[src/rtl/mesh_nic_if.sv]
// Processor and router handshake signals of the mesh NIC.
// The slave side is the NIC; the master side drives the processor and router ports.
interface mesh_nic_if #(parameter int DATA_WIDTH = 64);
    logic [0:1]            addr;
    logic [0:DATA_WIDTH-1] d_in;
    logic [0:DATA_WIDTH-1] d_out;
    logic                  nicEn;
    logic                  nicWrEn;
    logic                  net_so;
    logic                  net_ro;
    logic [0:DATA_WIDTH-1] net_do;
    logic                  net_polarity;
    logic                  net_si;
    logic                  net_ri;
    logic [0:DATA_WIDTH-1] net_di;

    modport slave (
        input  addr, d_in, nicEn, nicWrEn, net_ro, net_polarity, net_si, net_di,
        output d_out, net_so, net_do, net_ri
    );

    modport master (
        output addr, d_in, nicEn, nicWrEn, net_ro, net_polarity, net_si, net_di,
        input  d_out, net_so, net_do, net_ri
    );
endinterface

[src/rtl/mesh_nic.sv]
// Single-packet output and input buffers between the processor NIC port and a mesh router.
// Bit 0 is the MSB (big-endian numbering); status flags sit in bit DATA_WIDTH-1.
module mesh_nic #(
    parameter int DATA_WIDTH = 64,
    parameter int VC_BIT     = 0
) (
    input logic        clk,
    input logic        reset,
    mesh_nic_if.slave  bus
);
    logic [0:DATA_WIDTH-1] out_buf;
    logic [0:DATA_WIDTH-1] in_buf;
    logic                  out_full;
    logic                  in_full;
    logic                  rd;
    logic                  wr;
    logic                  inject;
    logic                  eject;

    assign rd = bus.nicEn & ~bus.nicWrEn;
    assign wr = bus.nicEn & bus.nicWrEn;

    // Injection waits for a router cycle whose VC polarity matches the packet.
    assign inject = reset & out_full & bus.net_ro & (out_buf[VC_BIT] == bus.net_polarity);
    assign eject  = reset & bus.net_si & ~in_full;

    assign bus.net_so = inject;
    assign bus.net_ri = reset & ~in_full;
    assign bus.net_do = reset ? out_buf : '0;

    always_comb begin
        bus.d_out = '0;
        if (reset && rd) begin
            unique case (bus.addr)
                2'b00: bus.d_out = '0;
                2'b01: bus.d_out = {{(DATA_WIDTH-1){1'b0}}, out_full};
                2'b10: bus.d_out = in_buf;
                2'b11: bus.d_out = {{(DATA_WIDTH-1){1'b0}}, in_full};
                default: bus.d_out = '0;
            endcase
        end
    end

    always_ff @(posedge clk) begin
        if (!reset) begin
            out_buf  <= '0;
            out_full <= 1'b0;
            in_buf   <= '0;
            in_full  <= 1'b0;
        end else begin
            // A write in the injection cycle saw out_full==1, so it is dropped.
            if (inject) begin
                out_full <= 1'b0;
            end else if (wr && bus.addr == 2'b00 && !out_full) begin
                out_buf  <= bus.d_in;
                out_full <= 1'b1;
            end

            if (eject) begin
                in_buf  <= bus.net_di;
                in_full <= 1'b1;
            end else if (rd && bus.addr == 2'b10 && in_full) begin
                in_full <= 1'b0;
            end
        end
    end
endmodule

[src/flat_wrapper.sv]
// flat-port wrapper written by rule: the top's interface ports become plain ports
module mesh_nic_flat 
#(
    parameter int DATA_WIDTH = 64,
    parameter int VC_BIT     = 0
)
  (clk, reset, bus_addr, bus_d_in, bus_nicEn, bus_nicWrEn, bus_net_ro, bus_net_polarity, bus_net_si, bus_net_di, bus_d_out, bus_net_so, bus_net_do, bus_net_ri);
  mesh_nic_if #(.DATA_WIDTH(DATA_WIDTH)) bus_i ();
  input logic clk;
  input logic reset;
  input wire logic [$bits(bus_i.addr)-1:0] bus_addr;
  input wire logic [$bits(bus_i.d_in)-1:0] bus_d_in;
  input wire logic [$bits(bus_i.nicEn)-1:0] bus_nicEn;
  input wire logic [$bits(bus_i.nicWrEn)-1:0] bus_nicWrEn;
  input wire logic [$bits(bus_i.net_ro)-1:0] bus_net_ro;
  input wire logic [$bits(bus_i.net_polarity)-1:0] bus_net_polarity;
  input wire logic [$bits(bus_i.net_si)-1:0] bus_net_si;
  input wire logic [$bits(bus_i.net_di)-1:0] bus_net_di;
  output wire logic [$bits(bus_i.d_out)-1:0] bus_d_out;
  output wire logic [$bits(bus_i.net_so)-1:0] bus_net_so;
  output wire logic [$bits(bus_i.net_do)-1:0] bus_net_do;
  output wire logic [$bits(bus_i.net_ri)-1:0] bus_net_ri;
  assign bus_i.addr = bus_addr;
  assign bus_i.d_in = bus_d_in;
  assign bus_i.nicEn = bus_nicEn;
  assign bus_i.nicWrEn = bus_nicWrEn;
  assign bus_i.net_ro = bus_net_ro;
  assign bus_i.net_polarity = bus_net_polarity;
  assign bus_i.net_si = bus_net_si;
  assign bus_i.net_di = bus_net_di;
  assign bus_d_out = bus_i.d_out;
  assign bus_net_so = bus_i.net_so;
  assign bus_net_do = bus_i.net_do;
  assign bus_net_ri = bus_i.net_ri;
  mesh_nic #(.DATA_WIDTH(DATA_WIDTH), .VC_BIT(VC_BIT)) u_core (.clk(clk), .reset(reset), .bus(bus_i));
endmodule
[config.mk]
export PLATFORM = sky130hd
export DESIGN_NAME = mesh_nic_flat
export DESIGN_NICKNAME = d
export VERILOG_FILES = /design/src/rtl/mesh_nic_if.sv /design/src/rtl/mesh_nic.sv /design/src/flat_wrapper.sv
export SDC_FILE = /design/constraint.sdc
export NUM_CORES = 1
export LEC_CHECK = 0
export ABC_AREA = 1
export BUFFER_PORTS_ARGS = -buffer_cell sky130_fd_sc_hd__buf_2
export CORE_MARGIN = 2
export CORE_UTILIZATION = 43
export CTS_CLUSTER_DIAMETER = 80
export DETAILED_ROUTE_END_ITERATION = 8
export PLACE_DENSITY_LB_ADDON = 0.15
export SYNTH_ARGS = -nofsm -noshare
export SYNTH_HDL_FRONTEND = slang
export SYNTH_SLANG_ARGS = --single-unit
[constraint.sdc]
create_clock -name clk -period 1.25 [get_ports clk]
set_clock_uncertainty 0.15 [all_clocks]
set_input_delay 0.125 -clock clk [delete_from_list [all_inputs] [get_ports clk]]
set_output_delay 0.125 -clock clk [all_outputs]
set_load 0.005 [all_outputs]
==> results of run 1 <==
==> sequential cells by signal, summed over array words and instances (netlist names) <==
register,flops
u_core.in_buf,64
u_core.in_full,1
u_core.out_buf,64
u_core.out_full,1
==> metal layers <==
metal	global-route usage, %	wire [um]
met3	5.43	2340
met4	13.5	1490
met1	31.2	9980
met5	0	0
met2	46.2	13600
==> through the flow <==
step	setup slack (ns)	cell area, um^2	setup TNS (ns)	power [mW]	std cells
2_1_floorplan	0.0791	6000	0	5.19	938
3_3_place_gp	-0.150	7590	-5.28	5.67	1346
3_5_place_dp	-0.118	7590	-6.73	5.69	1346
4_1_cts	-0.220	9890	-14.18	11.0	1524
5_1_grt	-0.304	11500	-35.59	12.1	1587
6_report	-0.259	11500	-26.38	11.8	1587
==> worst max-delay path, cell delays in order, from the launching register on <==
cell and delay (ns):
dfxtp_4 0.35, buf_6 0.12, nor2_4 0.24, buf_12 0.18
buf_6 0.11, clkbuf_16 0.16, nand2_2 0.05, o21ai_1 0.07
==> cell type report <==
cell class / instances / area share (%)
clock buffer: 25 / 4.49
clock inverter: 4 / 0.631
inverter: 137 / 4.50
multi-input combinational: 602 / 27.0
sequential: 130 / 23.8
tap: 180 / 1.96
timing repair buffer: 509 / 37.7
==> power groups by stage <==
stage	sequential, mW	clock [mW]	combinational, mW
floorplan	4.54	0	0.652
global placement	4.55	0	1.12
detailed placement	4.56	0	1.12
CTS	4.48	4.98	1.55
global route	4.56	5.23	2.35
finish	4.55	5.03	2.22
==> cells by family (layout without fill, tap and decap cells) <==
| family | after synthesis | count (layout) | synth area share (%) |
|---|---|---|---|
| buffers and inverters | 206 | 675 | 14.8 |
| flip-flops | 130 | 130 | 43.4 |
| AND/OR/NAND/NOR | 537 | 537 | 36.4 |
| AO/OA/AOI/OAI | 65 | 65 | 5.42 |
==> repair_timing <==
action,in CTS,in global routing
resized for setup,58,344
cloned,5,24
hold endpoints to repair,129,1
endpoints found under the setup margin,90,253
pin swaps,79,91
buffers inserted,15,42
==> cell usage in the layout (no fill, tap or decap), types with 6 or more instances in the layout <==
| master | count |
|---|---|
| buf_12 | 22 |
| buf_2 | 257 |
| buf_4 | 47 |
| buf_6 | 23 |
| buf_8 | 9 |
| clkbuf_16 | 34 |
| clkbuf_8 | 6 |
| dfxtp_1 | 30 |
| dfxtp_2 | 99 |
| dlygate4sd3_1 | 129 |
| inv_1 | 124 |
| inv_2 | 12 |
| nand2_1 | 170 |
| nand2_2 | 78 |
| nand2_4 | 20 |
| nand4_1 | 64 |
| nor2_1 | 152 |
| nor2_2 | 40 |
| nor2_4 | 8 |
| o21ai_0 | 7 |
| o21ai_1 | 36 |
| o21ai_2 | 22 |
==> worst max path at each step <==
stage	start	to	slack, ns	cells after the start
floorplan	u_core.out_full	u_core.out_buf[51]	0.08	6
global placement	bus_nicWrEn	bus_d_out[33]	-0.15	6
detailed placement	bus_addr[1]	u_core.out_buf[57]	-0.12	8
CTS	u_core.out_full	bus_net_so	-0.22	6
global route	u_core.in_full	u_core.in_buf[49]	-0.30	7
finish	u_core.in_full	u_core.in_buf[50]	-0.26	7
==> reports/results.ini, run 1 <==
[final_layout]
multi_input_area_mm2 = 0.00311
nFillCells = 762
final_util_pct = 83.4
layout.area.seq_mm2 = 0.00273
num_antenna_cells = 0
areaGrowthSynthToFinish_pct = 91.6
post_route_cells_drive_above_1_share_pct = 49.0
finish.net_count = 1534

[worst_setup_path]
startpoint_of_the_most_critical_register_to_register_path = u_core.in_full
worst_setup_path_end_kind = flip-flop
timing.critical_path.from_type = flip-flop
reg2reg_setup_slack_ns = -0.26
r2r_cells = 7
criticalPathCategory = flip-flop to flip-flop
critical_path.reg2reg.endpoint = u_core.in_buf[50]
req_time_crit_path_ns = 1.44
crit_arrival_ns = 1.70
critical_path_peak_fanout = 7

[logic_synthesis]
synth.most_common_cell = nand2_1
synth-warning-count = 0
syn_area_mm2 = 0.00600
synth.top_cells.by_area = dfxtp_1, nand2_1, nor2_1
synth.avg_cell_area_um2 = 6.40
synth-edff-count = 0
synth_top_area_share_pct = 43.4
netlist.top_cell.by_area = dfxtp_1
mapped_cells = 938
synth.distinct_cells = 16
synth.cells.most_frequent = nand2_1, nor2_1, inv_1
async_flop_share_pct = 0
mappedNetlistNets = 1075
ys_seq_elements = 130
ys_seq_area_share_pct = 43.4
ys_dominant_reg_cell = dfxtp_1

[die]
initial_core_util_pct = 43.6
area_of_the_die_mm2 = 0.0149
core-area_mm2 = 0.0138
top_level_ports = 267
die-height_um = 122
rows = 43
die_w_um = 122

[power_and_ir_drop]
p_sw_mw = 3.01
vdd_ir_drop_max_uv = 964
leakagePower_nw = 6.13
share_of_power_burned_in_the_clock_network_pct = 42.6
pwr_density_cell_mw_per_mm2 = 1030
p_int_mw = 8.79
comb_power_share_pct = 18.8
power.sequential.fraction_pct = 38.5
power.share.switching_pct = 25.5

[clock_tree]
cts.hold.buffers_added = 129
clock_sink_count = 130
worstSkewPairLatency_ns = 0.42
h-tree-depth = 4
clkSlewWorstSetupHoldPaths_ns = 0.06
cts_tree = done
clock-root-buffer = clkbuf_16
cts-root-to-sink-buffers = 2
cts_buffers = 17

[sta]
final.min_clock_period_ns = 1.51
fmax_mhz = 663
post-route-period-util_pct = 121
hold_ws_ns = -0.0229
finalHoldViolCount = 1
max-slew-margin-rel_pct = 78.8
grt_setup_unrepaired = true
postLayoutSetupSlackWorst_ns = -0.259
worstMarginPinSlew_ns = 0.318
setup_violations = 197
report.final.slew_viol_count = 0

[drt]
drt_first_iter_violations = 755
route.detailed.drc = 0
vias_per_cell = 5.21
via_count = 8266
number_of_nets_with_antenna_violations_after_detailed_routing = 0
wire_per_inst_um = 17.3
routed_wirelength_mm = 27.4
1st_pass_router_iterations = 7

[place]
port-buffer-count = 266
gp_congestion = 0.831
place_hpwl_mm = 11.2

[run_status]
outcome = finished, violations left
failed_checks = hold timing, setup timing

[grt]
global_route.overflow_total = 0
grt_pass1_vias = 6865
grt_util_all_layers_pct = 26.7
antenna_found_initial = 0
global_route_wire_length_before_repair_mm = 31.7
grt_start_max_net_pins = 65

[min_path]
worstHoldStart = reset
hold_depth = 4
holdPathEnd = u_core.in_buf[44]
hold_path_class = input pin to flip-flop

[run]
max_cap_viol_count = 0

No activity file was read; power rests on OpenSTA's default activity.
==> inputs of run 2 (changes only) <==
- CORE_ASPECT_RATIO: default -> 0.7
==> run 2 against run 1 <==
Compared with the run above: critical path type unchanged; register-to-register slack lost 0.07 ns; non-clock buffer count grew 27; clock power grew 1%; final cell count grew 2.6%; final area grew 12%; sequential power grew 1%; the run ends with setup timing left; hold slack gained 0.085 ns; fmax shrank 4.6%; total power grew 4.5%; setup slack lost 0.072 ns; combinational power grew 18%; critical path depth grew 2.
==> reports/results.ini, run 2 (synthesis results as in run 1) <==
[run_status]
outcome = finished, violations left  ; unchanged
failed_checks = setup timing  ; was hold timing, setup timing

[clock_tree]
cts-root-to-sink-buffers = 2  ; unchanged
clock_sink_count = 130  ; unchanged
cts_tree = done  ; unchanged
clock-root-buffer = clkbuf_16  ; unchanged
clkSlewWorstSetupHoldPaths_ns = 0.07  ; was 0.06 ns
h-tree-depth = 4  ; unchanged
worstSkewPairLatency_ns = 0.42  ; about the same
cts_buffers = 17  ; unchanged

[worst_setup_path]
critical_path_peak_fanout = 5  ; was 7
criticalPathCategory = flip-flop to flip-flop  ; unchanged
timing.critical_path.from_type = flip-flop  ; unchanged
req_time_crit_path_ns = 1.44  ; about the same
crit_arrival_ns = 1.77  ; was 1.70 ns
worst_setup_path_end_kind = flip-flop  ; unchanged

[final_layout]
layout.area.seq_mm2 = 0.00276  ; was 0.00273 mm^2
mostFrequentLayoutCell = buf_2  ; unchanged
finish.net_count = 1561  ; was 1534
nFillCells = 443  ; was 762
most-common-layout-cells = buf_2, nand2_1, dlygate4sd3_1  ; was buf_2, nand2_1, nor2_1
areaGrowthSynthToFinish_pct = 114  ; was 91.6%
finalInstanceArea_mm2 = 0.0129  ; was 0.0115 mm^2
reg.largest.list = u_core.in_buf (64), u_core.out_buf (64)  ; unchanged
multi_input_area_mm2 = 0.00393  ; was 0.00311 mm^2
final_standard_cell_count_with_taps_included_and_fillers_excluded = 1629  ; was 1587
post_route_cells_drive_above_1_share_pct = 60.8  ; was 49.0%

[power_and_ir_drop]
pwr_density_cell_mw_per_mm2 = 959  ; was 1030 mW/mm^2
leakagePower_nw = 6.69  ; was 6.13 nW
totalPowerFinal_mw = 12.3  ; was 11.8 mW
vdd_ir_drop_max_uv = 1260  ; was 964 uV

[drt]
1st_pass_router_iterations = 8  ; was 7
vias_per_cell = 5.55  ; was 5.21
wire_per_inst_um = 21.4  ; was 17.3 um
drt_first_iter_violations = 970  ; was 755
route.detailed.drc = 0  ; unchanged
routed_wirelength_mm = 34.8  ; was 27.4 mm
via_count = 9043  ; was 8266
number_of_nets_with_antenna_violations_after_detailed_routing = 0  ; unchanged

[place]
placed_cells_incl_taps = 1354  ; was 1346
place_hpwl_mm = 11.2  ; about the same
place_area_mm2 = 0.00763  ; was 0.00759 mm^2
gp_congestion = 0.817  ; was 0.831
port-buffer-count = 266  ; unchanged

[die]
initial_core_util_pct = 43.5  ; was 43.6%
top_level_ports = 267  ; unchanged
die_w_um = 145  ; was 122 um
area_of_the_die_mm2 = 0.0149  ; about the same
core-area_mm2 = 0.0138  ; about the same
rows = 36  ; was 43
die-height_um = 103  ; was 122 um

[sta]
final.min_clock_period_ns = 1.58  ; was 1.51 ns
post-route-period-util_pct = 127  ; was 121%
setup_violations = 239  ; was 197
worstMarginPinSlew_ns = 0.393  ; was 0.318 ns
fmax_mhz = 632  ; was 663 MHz
finalHoldViolCount = 0  ; was 1
max-slew-margin-rel_pct = 73.8  ; was 78.8%
postLayoutSetupSlackWorst_ns = -0.332  ; was -0.259 ns
grt_setup_unrepaired = true  ; unchanged
report.final.slew_viol_count = 0  ; unchanged

[min_path]
hold_path_class = input pin to flip-flop  ; unchanged

[grt]
global_route.overflow_total = 0  ; unchanged
grt_util_all_layers_pct = 28.1  ; was 26.7%
antenna_found_initial = 2  ; was 0
global_route_wire_length_before_repair_mm = 33.5  ; was 31.7 mm
grt_start_max_net_pins = 95  ; was 65
grt_pass1_vias = 6957  ; was 6865

[run]
max_cap_viol_count = 0  ; unchanged

## run 2: cell types whose count changed in the layout (fill, tap and decap cells not counted), sizes merged
| cell | change |
|---|---|
| clkinv | +3 |
| dlygate4sd3 | +1 |
| diode | +2 |
| inv | +5 |
| clkbuf | -7 |
| clkinvlp | +2 |
| buf | +26 |
## run 2: path summary, 6_finish.rpt
path         cells past startpoint  slack [ns]          startpoint                 end
max                              9       -0.33     u_core.out_full  u_core.out_buf[60]
min                              4        0.06               reset  u_core.out_buf[53]
max reg2reg                      9       -0.33     u_core.out_full  u_core.out_buf[60]
min reg2reg                      2        0.32  u_core.out_buf[26]  u_core.out_buf[26]
## run 2: area by class of cell
class | count | share of cell area (%)
diodes | 2 | 0.0389
clock buffers | 18 | 3.34
clock inverters | 14 | 1.19
inverters | 137 | 4.06
multi-input cells | 602 | 30.6
flip-flops and latches | 130 | 21.4
well taps | 190 | 1.85
repair buffers | 536 | 37.5
## run 2: metrics by stage
step | setup WS [ns] | utilization, % | hold slack [ns] | setup TNS, ns
6_report | -0.332 | 93.3 | 0.0619 | -30.39
5_1_grt | -0.481 | 93.3 | 0.0701 | -36.99
4_1_cts | -0.226 | 76.0 | 0.0117 | -9.08
3_5_place_dp | -0.0911 | 55.4 | 0.180 | -2.83
3_3_place_gp | -0.0368 | 55.4 | 0.174 | -0.0470
2_1_floorplan | 0.0791 | - | 0.0877 | 0
## run 2: where the power goes
part	switching (mW)	internal, mW
logic	1.33	1.31
clock network	2.13	2.97
registers	0.178	4.43
total	3.63	8.71
## run 2: worst max-delay path, stage by stage, from the launching register on
cell     delay [ns]
dfxtp_2        0.34
buf_6          0.12
inv_6          0.06
nand2_4        0.06
nor2_4         0.16
buf_6          0.14
buf_12         0.13
buf_16         0.15
nor2_4         0.04
nor2_1         0.15
## run 2: per-layer routing
metal	vias to the layer above	wire, um	global-route usage (%)
met1	4159	12100	34.4
li1	3839	-	-
met4	0	2960	17.2
met3	283	3350	7.08
met5	-	0	0
met2	762	16400	45.7
## run 2: repair_timing
| action | 4_1_cts | 5_1_grt |
|---|---|---|
| gates cloned | 14 | 23 |
| buffers inserted | 33 | 47 |
| hold buffers | 130 | 0 |
| hold endpoints to repair | 129 | 0 |
| pin swaps | 77 | 104 |
| resized for setup | 125 | 563 |
| setup endpoints to repair | 95 | 254 |
